--- src/rtl/ewb_fifo_pkg.sv ---
// Shared types for the eviction write buffer: line/address types and drain FSM states.
// Latency: n/a (types only).
// Backpressure: n/a (types only).
package ewb_fifo_pkg;

  typedef logic [127:0] lc3b_cline;
  typedef logic [11:0]  lc3b_cline_addr;

  localparam int EWB_DEPTH_DEF  = 4;
  localparam int EWB_DATA_W_DEF = $bits(lc3b_cline);
  localparam int EWB_ADDR_W_DEF = $bits(lc3b_cline_addr);

  typedef enum logic [1:0] {
    IDLE   = 2'd0,
    ISSUE  = 2'd1,
    RETIRE = 2'd2
  } ewb_state_t;

endpackage

--- src/rtl/ewb_fifo_if.sv ---
// Bundle of L2-side push/lookup signals and memory-side drain signals of the write buffer.
// Latency: n/a (wiring only).
// Backpressure: wr_req held by L2 until wr_ack; mem_req held by the buffer until mem_ack.
interface ewb_fifo_if
  import ewb_fifo_pkg::*;
#(
  parameter int DEPTH  = EWB_DEPTH_DEF,
  parameter int ADDR_W = EWB_ADDR_W_DEF,
  parameter int DATA_W = EWB_DATA_W_DEF
);
  localparam int CNT_W = $clog2(DEPTH + 1);

  logic              wr_req;
  logic [ADDR_W-1:0] wr_addr;
  logic [DATA_W-1:0] wr_data;
  logic              wr_ack;
  logic              full;
  logic              empty;
  logic [CNT_W-1:0]  count;
  logic [ADDR_W-1:0] rd_addr;
  logic              rd_conflict;
  logic              rd_fwd_valid;
  logic [DATA_W-1:0] rd_fwd_data;
  logic              l2_mem_busy;
  logic              ewb_busy;
  logic              mem_req;
  logic [ADDR_W-1:0] mem_addr;
  logic [DATA_W-1:0] mem_data;
  logic              mem_ack;

  // Buffer side
  modport slave (
    input  wr_req, wr_addr, wr_data, rd_addr, l2_mem_busy, mem_ack,
    output wr_ack, full, empty, count, rd_conflict, rd_fwd_valid, rd_fwd_data,
           ewb_busy, mem_req, mem_addr, mem_data
  );

  // L2 / memory side
  modport master (
    output wr_req, wr_addr, wr_data, rd_addr, l2_mem_busy, mem_ack,
    input  wr_ack, full, empty, count, rd_conflict, rd_fwd_valid, rd_fwd_data,
           ewb_busy, mem_req, mem_addr, mem_data
  );

endinterface

--- src/rtl/ewb_fifo_match.sv ---
// DEPTH-way line-address comparator: one-hot hit vector over valid entries plus any-hit.
// Latency: purely combinational.
// Backpressure: none.
module ewb_match #(
  parameter int DEPTH  = 4,
  parameter int ADDR_W = 12
) (
  input  logic [ADDR_W-1:0]             i_addr,
  input  logic [DEPTH-1:0]              i_valid,
  input  logic [DEPTH-1:0][ADDR_W-1:0]  i_tags,
  output logic [DEPTH-1:0]              o_hit,
  output logic                          o_any
);

  // Compare the probe address against every valid tag
  always_comb begin
    o_hit = '0;
    for (int i = 0; i < DEPTH; i++) begin
      o_hit[i] = i_valid[i] && (i_tags[i] == i_addr);
    end
  end

  assign o_any = |o_hit;

endmodule

--- src/rtl/ewb_fifo.sv ---
// Multi-entry eviction write buffer: coalescing circular FIFO draining dirty lines to memory.
// Latency: push visible to lookup next cycle; drain starts one cycle after L2 frees the port.
// Backpressure: wr_ack low when full with no coalesce hit; drain yields to l2_mem_busy.
// Optional macro EWB_FWD_EN: forward matching buffered data to L2 reads.
module ewb_fifo
  import ewb_fifo_pkg::*;
#(
  parameter int DEPTH  = EWB_DEPTH_DEF,
  parameter int DATA_W = EWB_DATA_W_DEF,
  parameter int ADDR_W = EWB_ADDR_W_DEF
) (
  input  logic     clk,
  input  logic     rst_n,
  ewb_fifo_if.slave bus
);

  localparam int PTR_W = $clog2(DEPTH);
  localparam int CNT_W = $clog2(DEPTH + 1);
  localparam logic [CNT_W-1:0] FULL_CNT = CNT_W'(DEPTH);

  logic [DEPTH-1:0]             r_valid;
  logic [DEPTH-1:0][ADDR_W-1:0] r_addr;
  logic [DEPTH-1:0][DATA_W-1:0] r_data;
  logic [PTR_W-1:0]             r_head;
  logic [PTR_W-1:0]             r_tail;
  logic [CNT_W-1:0]             r_count;
  ewb_state_t                   r_state;
  ewb_state_t                   w_state_nxt;

  logic [DEPTH-1:0] w_head_oh;
  logic [DEPTH-1:0] w_inflight;
  logic [DEPTH-1:0] w_push_valid;
  logic [DEPTH-1:0] w_push_hit;
  logic [DEPTH-1:0] w_rd_hit;
  logic             w_push_any;
  logic             w_rd_any;
  logic             w_issue;
  logic             w_not_full;
  logic             w_alloc;
  logic             w_pop;

  // One-hot of the oldest entry, used to exclude it from coalescing while it is on the bus
  always_comb begin
    w_head_oh         = '0;
    w_head_oh[r_head] = 1'b1;
  end

  assign w_issue      = (r_state == ISSUE);
  assign w_inflight   = w_issue ? w_head_oh : '0;
  assign w_push_valid = r_valid & ~w_inflight;
  assign w_not_full   = (r_count != FULL_CNT);
  assign w_alloc      = bus.wr_req && !w_push_any && w_not_full;
  assign w_pop        = w_issue && bus.mem_ack;

  ewb_match #(.DEPTH(DEPTH), .ADDR_W(ADDR_W)) u_push_match (
    .i_addr  (bus.wr_addr),
    .i_valid (w_push_valid),
    .i_tags  (r_addr),
    .o_hit   (w_push_hit),
    .o_any   (w_push_any)
  );

  ewb_match #(.DEPTH(DEPTH), .ADDR_W(ADDR_W)) u_rd_match (
    .i_addr  (bus.rd_addr),
    .i_valid (r_valid),
    .i_tags  (r_addr),
    .o_hit   (w_rd_hit),
    .o_any   (w_rd_any)
  );

  // Entry storage and pointers: coalesce in place, allocate at tail, retire at head
  always_ff @(posedge clk or negedge rst_n) begin
    if (!rst_n) begin
      r_valid <= '0;
      r_addr  <= '0;
      r_data  <= '0;
      r_head  <= '0;
      r_tail  <= '0;
      r_count <= '0;
    end else begin
      if (bus.wr_req && w_push_any) begin
        for (int i = 0; i < DEPTH; i++) begin
          if (w_push_hit[i]) r_data[i] <= bus.wr_data;
        end
      end
      if (w_alloc) begin
        r_valid[r_tail] <= 1'b1;
        r_addr[r_tail]  <= bus.wr_addr;
        r_data[r_tail]  <= bus.wr_data;
        r_tail          <= r_tail + PTR_W'(1);
      end
      if (w_pop) begin
        r_valid[r_head] <= 1'b0;
        r_head          <= r_head + PTR_W'(1);
      end
      r_count <= r_count + CNT_W'(w_alloc) - CNT_W'(w_pop);
    end
  end

  // Drain state register
  always_ff @(posedge clk or negedge rst_n) begin
    if (!rst_n) r_state <= IDLE;
    else        r_state <= w_state_nxt;
  end

  // Drain next-state and memory-port outputs; L2 always wins the port on a tie
  always_comb begin
    w_state_nxt  = r_state;
    bus.mem_req  = 1'b0;
    bus.ewb_busy = 1'b0;
    case (r_state)
      IDLE: begin
        if (r_count != '0 && !bus.l2_mem_busy) w_state_nxt = ISSUE;
      end
      ISSUE: begin
        bus.mem_req  = 1'b1;
        bus.ewb_busy = 1'b1;
        if (bus.mem_ack) w_state_nxt = RETIRE;
      end
      RETIRE: begin
        bus.ewb_busy = 1'b1;
        w_state_nxt  = IDLE;
      end
      default: w_state_nxt = IDLE;
    endcase
  end

  assign bus.wr_ack      = bus.wr_req && (w_push_any || w_not_full);
  assign bus.full        = (r_count == FULL_CNT);
  assign bus.empty       = (r_count == '0);
  assign bus.count       = r_count;
  assign bus.mem_addr    = r_addr[r_head];
  assign bus.mem_data    = r_data[r_head];
  assign bus.rd_conflict = w_rd_any;

`ifdef EWB_FWD_EN
  logic [DEPTH-1:0]  w_rd_young;
  logic [DATA_W-1:0] w_fwd_data;

  // Pick forwarded data: a younger copy supersedes the in-flight head
  always_comb begin
    w_rd_young = w_rd_hit & ~w_inflight;
    w_fwd_data = '0;
    if (|w_rd_young) begin
      for (int i = 0; i < DEPTH; i++) begin
        if (w_rd_young[i]) w_fwd_data = w_fwd_data | r_data[i];
      end
    end else if (w_rd_any) begin
      w_fwd_data = r_data[r_head];
    end
  end

  assign bus.rd_fwd_valid = w_rd_any;
  assign bus.rd_fwd_data  = w_fwd_data;
`else
  // Without forwarding the hit vector only feeds rd_conflict via any-hit
  logic w_rd_hit_unused;
  assign w_rd_hit_unused  = |w_rd_hit;
  assign bus.rd_fwd_valid = 1'b0;
  assign bus.rd_fwd_data  = '0;
`endif

endmodule

--- src/flat_wrapper.sv ---
// flat-port wrapper written by rule: the top's interface ports become plain ports
module ewb_fifo_flat import ewb_fifo_pkg::*;
#(
  parameter int DEPTH  = EWB_DEPTH_DEF,
  parameter int DATA_W = EWB_DATA_W_DEF,
  parameter int ADDR_W = EWB_ADDR_W_DEF
)
  (clk, rst_n, bus_wr_req, bus_wr_addr, bus_wr_data, bus_rd_addr, bus_l2_mem_busy, bus_mem_ack, bus_wr_ack, bus_full, bus_empty, bus_count, bus_rd_conflict, bus_rd_fwd_valid, bus_rd_fwd_data, bus_ewb_busy, bus_mem_req, bus_mem_addr, bus_mem_data);
  ewb_fifo_if #(.DEPTH(DEPTH), .ADDR_W(ADDR_W), .DATA_W(DATA_W)) bus_i ();
  input  logic clk;
  input  logic rst_n;
  input wire logic [$bits(bus_i.wr_req)-1:0] bus_wr_req;
  input wire logic [$bits(bus_i.wr_addr)-1:0] bus_wr_addr;
  input wire logic [$bits(bus_i.wr_data)-1:0] bus_wr_data;
  input wire logic [$bits(bus_i.rd_addr)-1:0] bus_rd_addr;
  input wire logic [$bits(bus_i.l2_mem_busy)-1:0] bus_l2_mem_busy;
  input wire logic [$bits(bus_i.mem_ack)-1:0] bus_mem_ack;
  output wire logic [$bits(bus_i.wr_ack)-1:0] bus_wr_ack;
  output wire logic [$bits(bus_i.full)-1:0] bus_full;
  output wire logic [$bits(bus_i.empty)-1:0] bus_empty;
  output wire logic [$bits(bus_i.count)-1:0] bus_count;
  output wire logic [$bits(bus_i.rd_conflict)-1:0] bus_rd_conflict;
  output wire logic [$bits(bus_i.rd_fwd_valid)-1:0] bus_rd_fwd_valid;
  output wire logic [$bits(bus_i.rd_fwd_data)-1:0] bus_rd_fwd_data;
  output wire logic [$bits(bus_i.ewb_busy)-1:0] bus_ewb_busy;
  output wire logic [$bits(bus_i.mem_req)-1:0] bus_mem_req;
  output wire logic [$bits(bus_i.mem_addr)-1:0] bus_mem_addr;
  output wire logic [$bits(bus_i.mem_data)-1:0] bus_mem_data;
  assign bus_i.wr_req = bus_wr_req;
  assign bus_i.wr_addr = bus_wr_addr;
  assign bus_i.wr_data = bus_wr_data;
  assign bus_i.rd_addr = bus_rd_addr;
  assign bus_i.l2_mem_busy = bus_l2_mem_busy;
  assign bus_i.mem_ack = bus_mem_ack;
  assign bus_wr_ack = bus_i.wr_ack;
  assign bus_full = bus_i.full;
  assign bus_empty = bus_i.empty;
  assign bus_count = bus_i.count;
  assign bus_rd_conflict = bus_i.rd_conflict;
  assign bus_rd_fwd_valid = bus_i.rd_fwd_valid;
  assign bus_rd_fwd_data = bus_i.rd_fwd_data;
  assign bus_ewb_busy = bus_i.ewb_busy;
  assign bus_mem_req = bus_i.mem_req;
  assign bus_mem_addr = bus_i.mem_addr;
  assign bus_mem_data = bus_i.mem_data;
  ewb_fifo #(.DEPTH(DEPTH), .DATA_W(DATA_W), .ADDR_W(ADDR_W)) u_core (.clk(clk), .rst_n(rst_n), .bus(bus_i));
endmodule
--- config.mk ---
export PLATFORM = sky130hd
export DESIGN_NAME = ewb_fifo_flat
export DESIGN_NICKNAME = d
export VERILOG_FILES = /design/src/rtl/ewb_fifo_pkg.sv /design/src/rtl/ewb_fifo_if.sv /design/src/rtl/ewb_fifo_match.sv /design/src/rtl/ewb_fifo.sv /design/src/flat_wrapper.sv
export SDC_FILE = /design/constraint.sdc
export NUM_CORES = 1
export LEC_CHECK = 0
export BUFFER_PORTS_ARGS = -buffer_cell sky130_fd_sc_hd__buf_2
export CAP_MARGIN = 30
export CELL_PAD_IN_SITES_DETAIL_PLACEMENT = 1
export CELL_PAD_IN_SITES_GLOBAL_PLACEMENT = 1
export CORE_ASPECT_RATIO = 2
export CORE_MARGIN = 4
export CORE_UTILIZATION = 44
export DETAILED_ROUTE_END_ITERATION = 10
export MAX_ROUTING_LAYER = met4
export PLACE_DENSITY_LB_ADDON = 0.1
export SETUP_SLACK_MARGIN = 0.1
export SYNTH_ARGS = -nofsm -noshare
export SYNTH_HDL_FRONTEND = slang
export SYNTH_HIERARCHICAL = 1
export SYNTH_SLANG_ARGS = --single-unit
export TNS_END_PERCENT = 10
--- constraint.sdc ---
create_clock -name clk -period 3.4 [get_ports clk]
set_clock_uncertainty 0.2 [all_clocks]
set_input_delay 0.68 -clock clk [delete_from_list [all_inputs] [get_ports clk]]
set_output_delay 0.68 -clock clk [all_outputs]
set_load 0.005 [all_outputs]
==> results.md, run 1 <==
Run status:
- The flow ran to the end, but the final reports show violations.
- The final reports fail on setup timing.

Setup path:
- The endpoint kind of the worst setup timing path is an output port.
- The kind of critical path is reg2out.
- The startpoint type of the worst setup path is a register.
- Of all nets on the critical path, the largest fanout is about 80.
- The highest-delay cell along the critical path is sky130_fd_sc_hd__mux4_2.
- Traced cell by cell, the critical path runs through buf_16, mux4_2, buf_6.
- The maximum cell stage delay along the critical path is around 640 ps.
- For the worst setup path, the data required time is 2520 ps.
- The arrival time at the worst endpoint is 2530 ps.

Clock tree:
- The number of clock sinks seen by CTS is roughly 570.
- The H-tree generated during clock tree synthesis spans 2 levels.
- The clock passes through at most 3 buffers.
- The clock insertion delay at the later pin of the skew report is roughly 600 ps.
- TritonCTS created 55 clock buffers.
- The tree is rooted in a sky130_fd_sc_hd__clkbuf_16.
- The CTS tree is built.
- Clock-pin slew was measured on the worst setup and hold paths at about 70 ps.

GRT:
- The pin count of the biggest net entering global routing is 83.
- The total congestion overflow after global routing is 0.
- The number of global-route vias before repair came to ~18,000.
- The all-layer global routing usage is 0.220.
- The number of antenna violations at the first check in global routing is 17.
- The first global-routing pass estimated approximately 120,000 um of wire.

Power:
- The internal power of the cells totals approximately 0.025 W.
- IR analysis of the VDD net gives a maximum drop of 566 uV.
- Dividing total power by cell area gives a power density of approximately 1100 mW/mm2.
- For this design the static power due to leakage is approximately 15 nW.
- In this run the power spent charging and discharging nets is roughly 0.011 W.
- The share of total power in the clock network is 0.179.
- Of the total power, registers draw 0.351.
- The switching part of the total power is 0.317.
- The combinational share of power is 0.470.

Floorplanning:
- The floorplan row count is roughly 130.
- The starting utilization of the core area is 0.444.
- The floorplan step set the die width to about 190 um.
- The floorplan step defined a die boundary enclosing 0.0697 mm2.
- During I/O placement, the number of pins put on the boundary was 435.
- The die span in y is ~370 um.
- The area inside the core boundary is 0.0647 mm2.

Synthesis:
- The share of cell area taken by muxes after synthesis is 0.377.
- Counting flops and latches in the post-synthesis netlist gives ~570.
- The synthesized design contains 0 enable-type register cells.
- In the post-synthesis netlist, the cell with the most instances is sky130_fd_sc_hd__dfrtp_1.
- The main flop type after synthesis is sky130_fd_sc_hd__dfrtp_1.
- In the synthesized netlist the async set-or-reset flop fraction comes to 1.00.
- After synthesis, the cell types taking the most area are sky130_fd_sc_hd__dfrtp_1, sky130_fd_sc_hd__mux2_4, sky130_fd_sc_hd__mux4_2.
- The mean instance size in the synthesized netlist is around 17 um2.
- Of the total synthesized cell area, the portion taken by AND, OR, NAND and NOR gates is 0.0129.
- Counting distinct cell types in the post-synthesis netlist gives 38.
- The proportion of netlist area held by the largest area contributor is 0.499.
- The synthesized design spends more area on one cell type than any other, namely sky130_fd_sc_hd__dfrtp_1.
- Of the total synthesized cell area, the portion taken by full adders, half adders and majority gates is 0.00636.
- Of the total synthesized cell area, the portion taken by XOR and XNOR cells is 0.0308.
- By count the netlist is led by sky130_fd_sc_hd__dfrtp_1, sky130_fd_sc_hd__mux2_4, sky130_fd_sc_hd__mux2_2.
- The mapped netlist covers around 0.029 mm2.
- The number of instances in the synthesized netlist is ~1,700.
- The share of the synthesized area in compound gates (AO/OA/AOI/OAI) came to 0.00470.
- Of the synthesized area, sequential elements account for 0.499.
- The warning count from the yosys run is 6.
- The combinational family with the most area after synthesis is multiplexers.

Cells and area:
- The net count reported at finish is around 2,300.
- Compared with the post-synthesis result, the final layout area differs by 17.7%.
- Of the cells placed in the final design, the portion with a size suffix greater than 1 is 0.580.
- The share of the core filled with cells in the final layout is 0.522.

Drt:
- The count of antenna-violating nets left after detailed routing is 0.
- The number of search-and-repair iterations in the first detailed-routing pass is 4.
- The routed wire length per instance is about 25 um.
- The number of design-rule violations left by the first detailed-router iteration is between 500 and 600.
- The final route contains ~16,000 vias.
- Using the TritonRoute via totals, the vias-per-cell ratio works out to 5.18.
- The final layout contains routed wiring with a total length of approximately 74,000 um.
- The number of remaining DRC errors is 0.

Place:
- The detailed-placement wirelength estimate is 52,100 um.
- Routability-driven placement finished with a final weighted congestion of ~0.9.
- Input and output buffers added on the ports amount to around 310.

STA:
- The count of final setup violators is 4.
- The tightest slew margin relative to the limit is 0.338.
- At the pin with the least slew margin, the transition time is 993 ps.
- The max-slew violation count was 0.
- The final total negative setup slack is -30.5 ps.
- Setup repair after global routing could not meet its margin everywhere.
- For the finished layout, the period the worst path requires is ~3400 ps.
- Of the available clock period, the critical path in the final layout requires 1.00.
- The upper clock frequency limit is between 200 and 300 MHz.
- The final hold violation count is 0.
- In the post-route analysis, the smallest setup slack over all paths is -11.7 ps.

Hold path:
- The class of the worst hold path is in2reg.

Job:
- Across the run, the number of max-cap violations was 0.
layer usage:
layer  vias to the layer above  GRT usage  share of wire
li1                       6734          -              -
met1                      8388      0.257           0.39
met2                       433      0.380           0.52
met3                       101     0.0496          0.059
met4                         0     0.0645          0.028
met5                         -          -              0
final timing paths:
check / end / slack (ps) / from / depth (start not counted)
max in group asynchronous: u_core/r_data[89] / 1530 / rst_n / 4
worst min-delay path: u_core/r_data[144] / 140 / bus_wr_data[16] / 2
min in group asynchronous: u_core/r_data[171] / 420 / rst_n / 2
worst min register to register: u_core/r_data[30] / 300 / u_core/r_data[30] / 1
worst max register to register: u_core/bus.count[2] / 230 / u_core/r_head[0] / 13
worst max-delay path: bus_mem_data[64] / -10 / u_core/r_head[0] / 3
flip-flops by register name, summed over array words and instances, names as in the netlist:
name              flops
u_core/r_head         2
u_core/r_tail         2
u_core/r_data       512
u_core/r_addr        48
u_core/r_valid        4
u_core/r_state        2
u_core/bus.count      3
cells by family (layout without fill, tap and decap cells):
| logic type | Yosys count | count (layout) |
|---|---|---|
| flops | 573 | 573 |
| compound gates | 17 | 17 |
| simple gates | 59 | 59 |
| buf+inv | 261 | 542 |
| fa+ha+maj | 14 | 14 |
| mux | 702 | 702 |
| xor+xnor | 101 | 101 |
| other cells | 1 | 145 |
area by class of cell:
cell class	instances	area [um2]
timing repair buffer	429	3440
multi-input combinational	1022	13000
inverter	13	51.3
sequential	573	14300
antenna	16	40.0
tap	871	1090
clock inverter	16	201
fill	6233	30900
clock buffer	84	1680
metrics by stage:
stage / hold slack (ps) / area (um2) / cells / setup WS (ps) / power, W
floorplan: 184 / 29300 / 1856 / 59.4 / 0.0233
global placement: 283 / 31600 / 2904 / -142 / 0.0287
detailed placement: 290 / 31600 / 2904 / -172 / 0.0293
CTS: 93.7 / 33700 / 3008 / -75.3 / 0.0365
global route: 110 / 33800 / 3024 / -164 / 0.0382
finish: 144 / 33800 / 3024 / -11.7 / 0.0361
timing repair:
item	CTS	global route
buffers inserted	3	0
hold endpoints to repair	47	0
setup endpoints to repair	84	136
resized for setup	36	13
pin swaps	1	3
hold buffers	1	0
cloned	0	0
power groups by stage:
stage	Combinational (W)	Clock (W)	Sequential, W
3_3_place_gp	0.0163	0	0.0124
5_1_grt	0.0181	0.00698	0.0131
6_report	0.0169	0.00647	0.0127
3_5_place_dp	0.0166	0	0.0127
2_1_floorplan	0.0115	0	0.0118
4_1_cts	0.0171	0.00672	0.0127
placed cells by master, fill, tap and decap left out, types with 15 or more instances in the layout:
cell,netlist,final
sky130_fd_sc_hd__buf_4,147,65
sky130_fd_sc_hd__mux2_2,202,202
sky130_fd_sc_hd__mux2_4,360,360
sky130_fd_sc_hd__buf_2,32,269
sky130_fd_sc_hd__buf_12,0,57
sky130_fd_sc_hd__nand4_1,16,16
sky130_fd_sc_hd__dfrtp_1,573,571
sky130_fd_sc_hd__diode_2,0,16
sky130_fd_sc_hd__xnor2_1,100,100
sky130_fd_sc_hd__clkbuf_8,0,15
sky130_fd_sc_hd__mux4_2,140,140
sky130_fd_sc_hd__clkbuf_16,0,57
sky130_fd_sc_hd__conb_1,1,129
sky130_fd_sc_hd__buf_6,39,34
worst max-delay path: cells and delay by family (launching register included):
kind | cells | cell delay (ps)
muxes | 1 | 640
buffers and inverters | 2 | 610
DFF | 1 | 490
Power figures use the tool's default switching activity.
==> run 2, diff against run 1 <==
Settings changed: GPL_TIMING_DRIVEN from default to 0, REMOVE_ABC_BUFFERS from default to 1.
==> results.md, run 2 (synthesized netlist as in run 1, its figures left out) <==
GRT:
- The total congestion overflow after global routing is 0 (unchanged).
- The all-layer global routing usage is 0.234 (+0.0140).
- The number of global-route vias before repair is 18,384 (-0.33%).
- The first-pass GRT wire length is 121,000 um (+4.1%).
- The pin count of the biggest net entering global routing was 126 (+52%).
- The number of antenna violations at the first check in global routing is 19 (+2).

Power:
- The combinational share of power came to 0.488 (+0.018).
- The share of total power in the clock network was 0.171 (-0.008).
- The total leakage power is 15.2 nW (+1.5%).
- The power dissipated by switching net loads is 0.0120 W (+4.8%).
- The cell-internal power is 0.0253 W (+2.8%).
- The switching part of the total power is 0.321 (+0.00414).
- The part of the power in registers is 0.342 (-0.009).
- The peak ir drop on the vdd network came to 560 uV (-0.91%).
- The power density over the cells is 1090 mW/mm2 (+2.3%).

Hold path:
- The class of the worst hold path is in2reg.

Cells and area:
- The share of layout cells above drive strength 1 is 0.578 (-0.00263).
- The largest registers in the layout are u_core/r_data: 512 flops, u_core/r_addr: 48 flops, u_core/r_valid: 4 flops.
- The library cells used most frequently in the layout, excluding fill and tap cells, are sky130_fd_sc_hd__dfrtp_1, sky130_fd_sc_hd__mux2_4, sky130_fd_sc_hd__buf_2, sky130_fd_sc_hd__mux4_2, sky130_fd_sc_hd__mux2_2.
- The share of the core filled with cells in the final layout is 0.528 (+0.00593).
- The post-route cell area is 0.0342 mm2 (+1.1%).
- The number of fill cells in the layout was 6,214 (-0.30%).
- The sequential cell area is 0.0143 mm2 (unchanged).
- The register with the most flip-flops is u_core/r_data.
- Leaving out fill and tap cells, the most frequent cell in the layout is sky130_fd_sc_hd__dfrtp_1.
- The net count reported at finish is 2,226 (-1.7%).
- The area used by multi-input combinational logic came to 0.0133 mm2 (+3.1%).
- Compared with the post-synthesis result, the final layout area differs by 19.0%.
- The number of flip-flops in the largest register is 512 (unchanged).

Setup path:
- The largest fanout of any net on the critical path came to 7 (-91%).
- The kind of critical path is reg2out.
- The endpoint kind of the worst setup timing path is an output port.
- The arrival time at the worst endpoint is 2590 ps (+60 ps).
- The worst path required time was 2520 ps (about the same).
- STA classifies the critical path startpoint as a register.

Clock tree:
- The deepest clock path buffer count came to 3 (unchanged).
- The CTS buffer count is 55 (unchanged).
- The number of clock sinks seen by CTS is 573 (unchanged).
- The CTS tree is built.
- The clock insertion delay at the later pin of the skew report is 600 ps (about the same).
- The clock-pin slew on the worst setup and hold paths was 70 ps (about the same).
- The depth of the CTS H-tree was 2 (unchanged).
- The cell sitting at the root of the clock tree is a sky130_fd_sc_hd__clkbuf_16.

Floorplanning:
- The starting utilization of the core area is 0.444 (unchanged).
- The number of top-level pins is 435 (unchanged).
- The floorplan row count is 132 (unchanged).
- The overall die width came to 189 um (unchanged).
- The die span in y is 369 um (unchanged).
- The total die area is 0.0697 mm2 (unchanged).
- The area inside the core boundary is 0.0647 mm2 (unchanged).

STA:
- The final worst hold slack came to 155 ps (+11.1 ps).
- The slew of the pin with the lowest slew margin is 941 ps (-52.7 ps).
- The tightest slew margin relative to the limit is 0.373 (+0.0351).
- The count of final setup violators was 1 (-3).
- Setup repair after global routing could not meet its margin everywhere.
- The worst setup margin was -67.2 ps (-55.4 ps).
- The upper clock frequency limit is 288 MHz (-1.6%).
- The shortest period the worst path allows is 3470 ps (+55.4 ps).
- The fraction of the cycle the final worst path needs is 1.02 (+0.0163).
- The max-slew violation count was 0 (unchanged).
- The final hold violation count is 0 (unchanged).

Drt:
- The count of antenna-violating nets left after detailed routing is 0 (unchanged).
- The wire length after detailed routing is 80,800 um (+8.8%).
- The number of remaining DRC errors is 0 (unchanged).
- The number of search-and-repair iterations in the first detailed-routing pass is 4 (unchanged).
- The number of design-rule violations left by the first detailed-router iteration is 656 (+19%).
- The routed wire length per instance came to 27.0 um (+10%).
- The routed via count came to 15,783 (+0.81%).
- The mean number of vias per cell is 5.28 (+2.0%).

Place:
- The detailed-placement wirelength estimate came to 47,700 um (-8.4%).
- The global placement routability congestion is 0.805 (-11%).
- The port buffer count is 305 (unchanged).
- The standard cell area after detailed placement was 0.0306 mm2 (-3.1%).
- The pre-CTS worst setup slack is -1970 ps (-1800 ps).

Run status:
- The run finished, with violations left.
- The checks that failed: setup timing.

Job:
- The number of max-cap violations is 0 (unchanged).
-- run 2: changes by cell type in the layout (fill, tap and decap cells not counted), moves of 4 or more --
cell                        before  now
sky130_fd_sc_hd__buf_16          2   36
sky130_fd_sc_hd__mux2_4        360  432
sky130_fd_sc_hd__buf_12         57    4
sky130_fd_sc_hd__buf_4          65   20
sky130_fd_sc_hd__buf_6          34   49
sky130_fd_sc_hd__buf_8           1   10
sky130_fd_sc_hd__bufbuf_16       0    4
sky130_fd_sc_hd__mux2_2        202  130
sky130_fd_sc_hd__buf_2         269  259
-- run 2: critical path: stages (launching register included) --
cell	delay, ps
sky130_fd_sc_hd__dfrtp_4	530
sky130_fd_sc_hd__buf_8	160
sky130_fd_sc_hd__inv_8	60
sky130_fd_sc_hd__ha_4	140
sky130_fd_sc_hd__a21oi_4	60
sky130_fd_sc_hd__nand2_2	100
sky130_fd_sc_hd__nor4_4	50
sky130_fd_sc_hd__or4_4	590
sky130_fd_sc_hd__o21a_1	200
sky130_fd_sc_hd__buf_2	120
-- run 2: worst paths after layout --
path                                    start                   to  slack, ps  depth (start not counted)
max                          u_core/r_head[1]           bus_wr_ack        -70                          9
min                           bus_wr_data[68]   u_core/r_data[452]        160                          2
max reg2reg                  u_core/r_head[1]  u_core/bus.count[2]         20                         14
min reg2reg                u_core/r_data[109]   u_core/r_data[109]        300                          1
max in group asynchronous               rst_n     u_core/r_head[0]        710                          4
min in group asynchronous               rst_n   u_core/r_data[269]        490                          2
-- run 2: what timing repair did --
item / 4_1_cts / 5_1_grt
setup buffers: 28 / 11
gates cloned: 16 / 3
pin swaps: 9 / 3
gates resized for setup: 54 / 148
hold buffers: 1 / 0
hold endpoints to repair: 60 / 0
endpoints found under the setup margin: 710 / 546
-- run 2: area by class of cell --
class / count / share of cell area
clock inverters: 17 / 0.00487
diodes: 18 / 0.00132
flip-flops and latches: 573 / 0.420
well taps: 871 / 0.0319
multi-input cells: 1026 / 0.391
inverters: 13 / 0.00172
clock buffers: 85 / 0.0495
repair buffers: 386 / 0.100
-- run 2: metal layers --
metal / up-vias / track usage / share of wire
li1: 6678 / - / -
met4: 0 / 0.0840 / 0.039
met2: 489 / 0.403 / 0.52
met1: 8477 / 0.266 / 0.38
met5: - / - / 0
met3: 139 / 0.0556 / 0.063
-- run 2: through the flow --
stage	TNS, ps	total power, W	cells
2_1_floorplan	-4299450	0.0230	1608
3_3_place_gp	-	0.0268	2784
3_5_place_dp	-812830	0.0286	2810
4_1_cts	-159	0.0364	2957
5_1_grt	-425	0.0394	2989
6_report	-67.2	0.0373	2989
-- run 2: power groups by stage --
stage	clock network (W)	logic, W	registers [W]
after detailed placement	0	0.0157	0.0129
after CTS	0.00660	0.0171	0.0127
after global placement	0	0.0139	0.0129
after global routing	0.00690	0.0193	0.0132
after floorplan	0	0.0108	0.0122
final	0.00637	0.0182	0.0127
==> run 3, diff against run 2 <==
Settings changed: SKIP_LAST_GASP from default to 1.
==> results.md, run 3 (synthesized netlist as in run 1, its figures left out) <==
Setup path:
- The startpoint type of the worst setup path is a register.
- The arrival time at the worst endpoint came to 2600 ps (about the same).
- STA classifies the critical path endpoint as an output port.
- By startpoint and endpoint, the worst setup path is classified as reg2out.
- The largest fanout of any net on the critical path is 7 (unchanged).
- The worst path required time was 2520 ps (about the same).

Clock tree:
- The CTS buffer count is 55 (unchanged).
- The depth of the CTS H-tree was 2 (unchanged).
- TritonCTS built the clock tree.
- The number of clock sinks seen by CTS is 573 (unchanged).
- The deepest clock path buffer count is 3 (unchanged).
- The clock-pin slew on the worst setup and hold paths was 60 ps (about the same).
- The clock insertion delay at the later pin of the skew report is 590 ps (about the same).
- Clock tree synthesis selected as its root buffer the cell sky130_fd_sc_hd__clkbuf_16.

Run status:
- The final reports fail on setup timing.
- The run finished, with violations left.

STA:
- The final worst hold slack is 155 ps (-0.154 ps).
- The fraction of the cycle the final worst path needs is 1.02 (+0.00474).
- The worst setup margin is -83.3 ps (-16.1 ps).
- The upper clock frequency limit is 287 MHz (-0.46%).
- The final total negative setup slack is -1370 ps (-1300 ps).
- The final hold violation count was 0 (unchanged).
- The shortest period the worst path allows is 3480 ps (+16.1 ps).
- The slew of the pin with the lowest slew margin was 936 ps (-4.69 ps).
- The max-slew violation count was 0 (unchanged).
- Setup repair after global routing could not meet its margin everywhere.
- The tightest slew margin relative to the limit is 0.376 (+0.00313).
- The count of final setup violators is 52 (+51).

Drt:
- The routed via count is 15,810 (+0.17%).
- The number of design-rule violations left by the first detailed-router iteration is 802 (+22%).
- The routed wire length per instance was 26.8 um (-0.79%).
- The wire length after detailed routing is 80,100 um (-0.85%).
- The number of search-and-repair iterations in the first detailed-routing pass is 6 (+2).
- The mean number of vias per cell came to 5.29 (+0.24%).
- The number of remaining DRC errors is 0 (unchanged).
- The count of antenna-violating nets left after detailed routing is 0 (unchanged).

Floorplanning:
- The starting utilization of the core area is 0.444 (unchanged).
- The total die area was 0.0697 mm2 (unchanged).
- The area inside the core boundary came to 0.0647 mm2 (unchanged).
- The overall die width is 189 um (unchanged).
- The die span in y is 369 um (unchanged).
- The number of top-level pins was 435 (unchanged).
- The floorplan row count is 132 (unchanged).

GRT:
- The number of antenna violations at the first check in global routing is 18 (-1).
- The all-layer global routing usage came to 0.234 (about the same).
- The first-pass GRT wire length is 121,000 um (about the same).
- The number of global-route vias before repair was 18,371 (-0.071%).
- The total congestion overflow after global routing is 0 (unchanged).
- The pin count of the biggest net entering global routing came to 126 (unchanged).

Power:
- The part of the power in registers is 0.352 (+0.010).
- The peak ir drop on the vdd network is 545 uV (-2.7%).
- The combinational share of power was 0.472 (-0.016).
- The total leakage power was 14.9 nW (-2.2%).
- The power dissipated by switching net loads is 0.0117 W (-2.5%).
- The switching part of the total power is 0.324 (+0.00264).
- The power density over the cells came to 1070 mW/mm2 (-1.5%).
- The share of total power in the clock network is 0.177 (+0.006).
- The cell-internal power is 0.0244 W (-3.7%).

Cells and area:
- From synthesis to final layout, the design area changed by 16.8%.
- The net count reported at finish is 2,224 (-0.090%).
- The post-route cell area is 0.0336 mm2 (-1.8%).
- In the final layout, the registers with the most flip-flops are u_core/r_data: 512 flops, u_core/r_addr: 48 flops, u_core/r_valid: 4 flops.
- The number of flip-flops in the largest register is 512 (unchanged).
- The most common cell after layout, fill and taps aside is sky130_fd_sc_hd__dfrtp_1.
- Counting flops per register, the top entry is u_core/r_data.
- The non-filler instance count after layout was 2,987 (-0.067%).
- The share of layout cells above drive strength 1 is 0.577 (about the same).
- Leaving out fill and tap cells, the most frequent cells in the layout are sky130_fd_sc_hd__dfrtp_1, sky130_fd_sc_hd__mux2_4, sky130_fd_sc_hd__buf_2, sky130_fd_sc_hd__mux2_2, sky130_fd_sc_hd__mux4_2.
- The share of the core filled with cells in the final layout is 0.518 (-0.00958).

Place:
- The detailed-placement wirelength estimate is 47,700 um (unchanged).
- The number of instances in the placed design is 2,810 (unchanged).
- The standard cell area after detailed placement is 0.0306 mm2 (unchanged).
- The port buffer count is 305 (unchanged).
- The global placement routability congestion came to 0.805 (unchanged).

Job:
- The number of max-cap violations is 0 (unchanged).

Hold path:
- The worst hold path belongs to the class in2reg.
-- run 3: changes by cell type in the layout (fill, tap and decap cells not counted), moves of 2 or more --
cell / before / now
sky130_fd_sc_hd__buf_12: 4 / 6
sky130_fd_sc_hd__buf_16: 36 / 27
sky130_fd_sc_hd__buf_2: 259 / 304
sky130_fd_sc_hd__buf_4: 20 / 24
sky130_fd_sc_hd__buf_6: 49 / 4
sky130_fd_sc_hd__buf_8: 10 / 6
sky130_fd_sc_hd__bufbuf_16: 4 / 9
sky130_fd_sc_hd__mux2_2: 130 / 198
sky130_fd_sc_hd__mux2_4: 432 / 364
-- run 3: power by group through the flow --
stage               combinational, W  sequential [W]  clock (W)
floorplan                     0.0108          0.0122          0
global placement              0.0139          0.0129          0
detailed placement            0.0157          0.0129          0
CTS                           0.0171          0.0127    0.00660
global route                  0.0181          0.0131    0.00690
finish                        0.0170          0.0127    0.00637
-- run 3: what timing repair did --
item / in CTS / in global routing
setup endpoints to repair: 710 / 541
cloned: 16 / 4
pin swaps: 8 / 4
setup buffers: 28 / 7
gates resized for setup: 34 / 15
endpoints found under the hold margin: 60 / 0
hold buffers: 1 / 0
-- run 3: critical path, stage by stage, from the launching register on --
cell,delay (ps)
sky130_fd_sc_hd__dfrtp_4,520
sky130_fd_sc_hd__buf_8,160
sky130_fd_sc_hd__inv_8,60
sky130_fd_sc_hd__ha_4,140
sky130_fd_sc_hd__a21oi_2,60
sky130_fd_sc_hd__nand2_2,100
sky130_fd_sc_hd__nor4_4,50
sky130_fd_sc_hd__or4_4,590
sky130_fd_sc_hd__o21a_1,210
sky130_fd_sc_hd__buf_2,120
-- run 3: cell type report --
class / count / area [um2]
Clock inverter: 17 / 166
Fill cell: 6272 / 31200
Antenna cell: 18 / 45.0
Multi-Input combinational cell: 1026 / 13100
Timing Repair Buffer: 384 / 3080
Inverter: 13 / 58.8
Clock buffer: 85 / 1690
Sequential cell: 573 / 14300
Tap cell: 871 / 1090
-- run 3: path summary, 6_finish.rpt --
check	slack, ps	endpoint	cells past startpoint	startpoint
setup reg to reg	-50	u_core/bus.count[2]	14	u_core/r_head[1]
min in group asynchronous	500	u_core/r_data[269]	2	rst_n
max in group asynchronous	690	u_core/r_head[1]	4	rst_n
hold / removal	160	u_core/r_data[263]	2	bus_wr_data[7]
hold reg to reg	300	u_core/r_data[78]	1	u_core/r_data[78]
setup / recovery	-80	bus_wr_ack	9	u_core/r_head[1]
-- run 3: routing by layer --
| metal | GRT usage | up-vias | share of wire |
|---|---|---|---|
| li1 | - | 6679 | - |
| met1 | 0.267 | 8527 | 0.38 |
| met2 | 0.404 | 480 | 0.52 |
| met3 | 0.0548 | 124 | 0.064 |
| met4 | 0.0820 | 0 | 0.038 |
| met5 | - | - | 0 |
-- run 3: per-stage QoR --
| step | power [W] | worst slack (ps) |
|---|---|---|
| 2_1_floorplan | 0.0230 | -9260 |
| 3_3_place_gp | 0.0268 | -16080 |
| 3_5_place_dp | 0.0286 | -1970 |
| 4_1_cts | 0.0363 | -73.8 |
| 5_1_grt | 0.0381 | -151 |
| 6_report | 0.0361 | -83.3 |
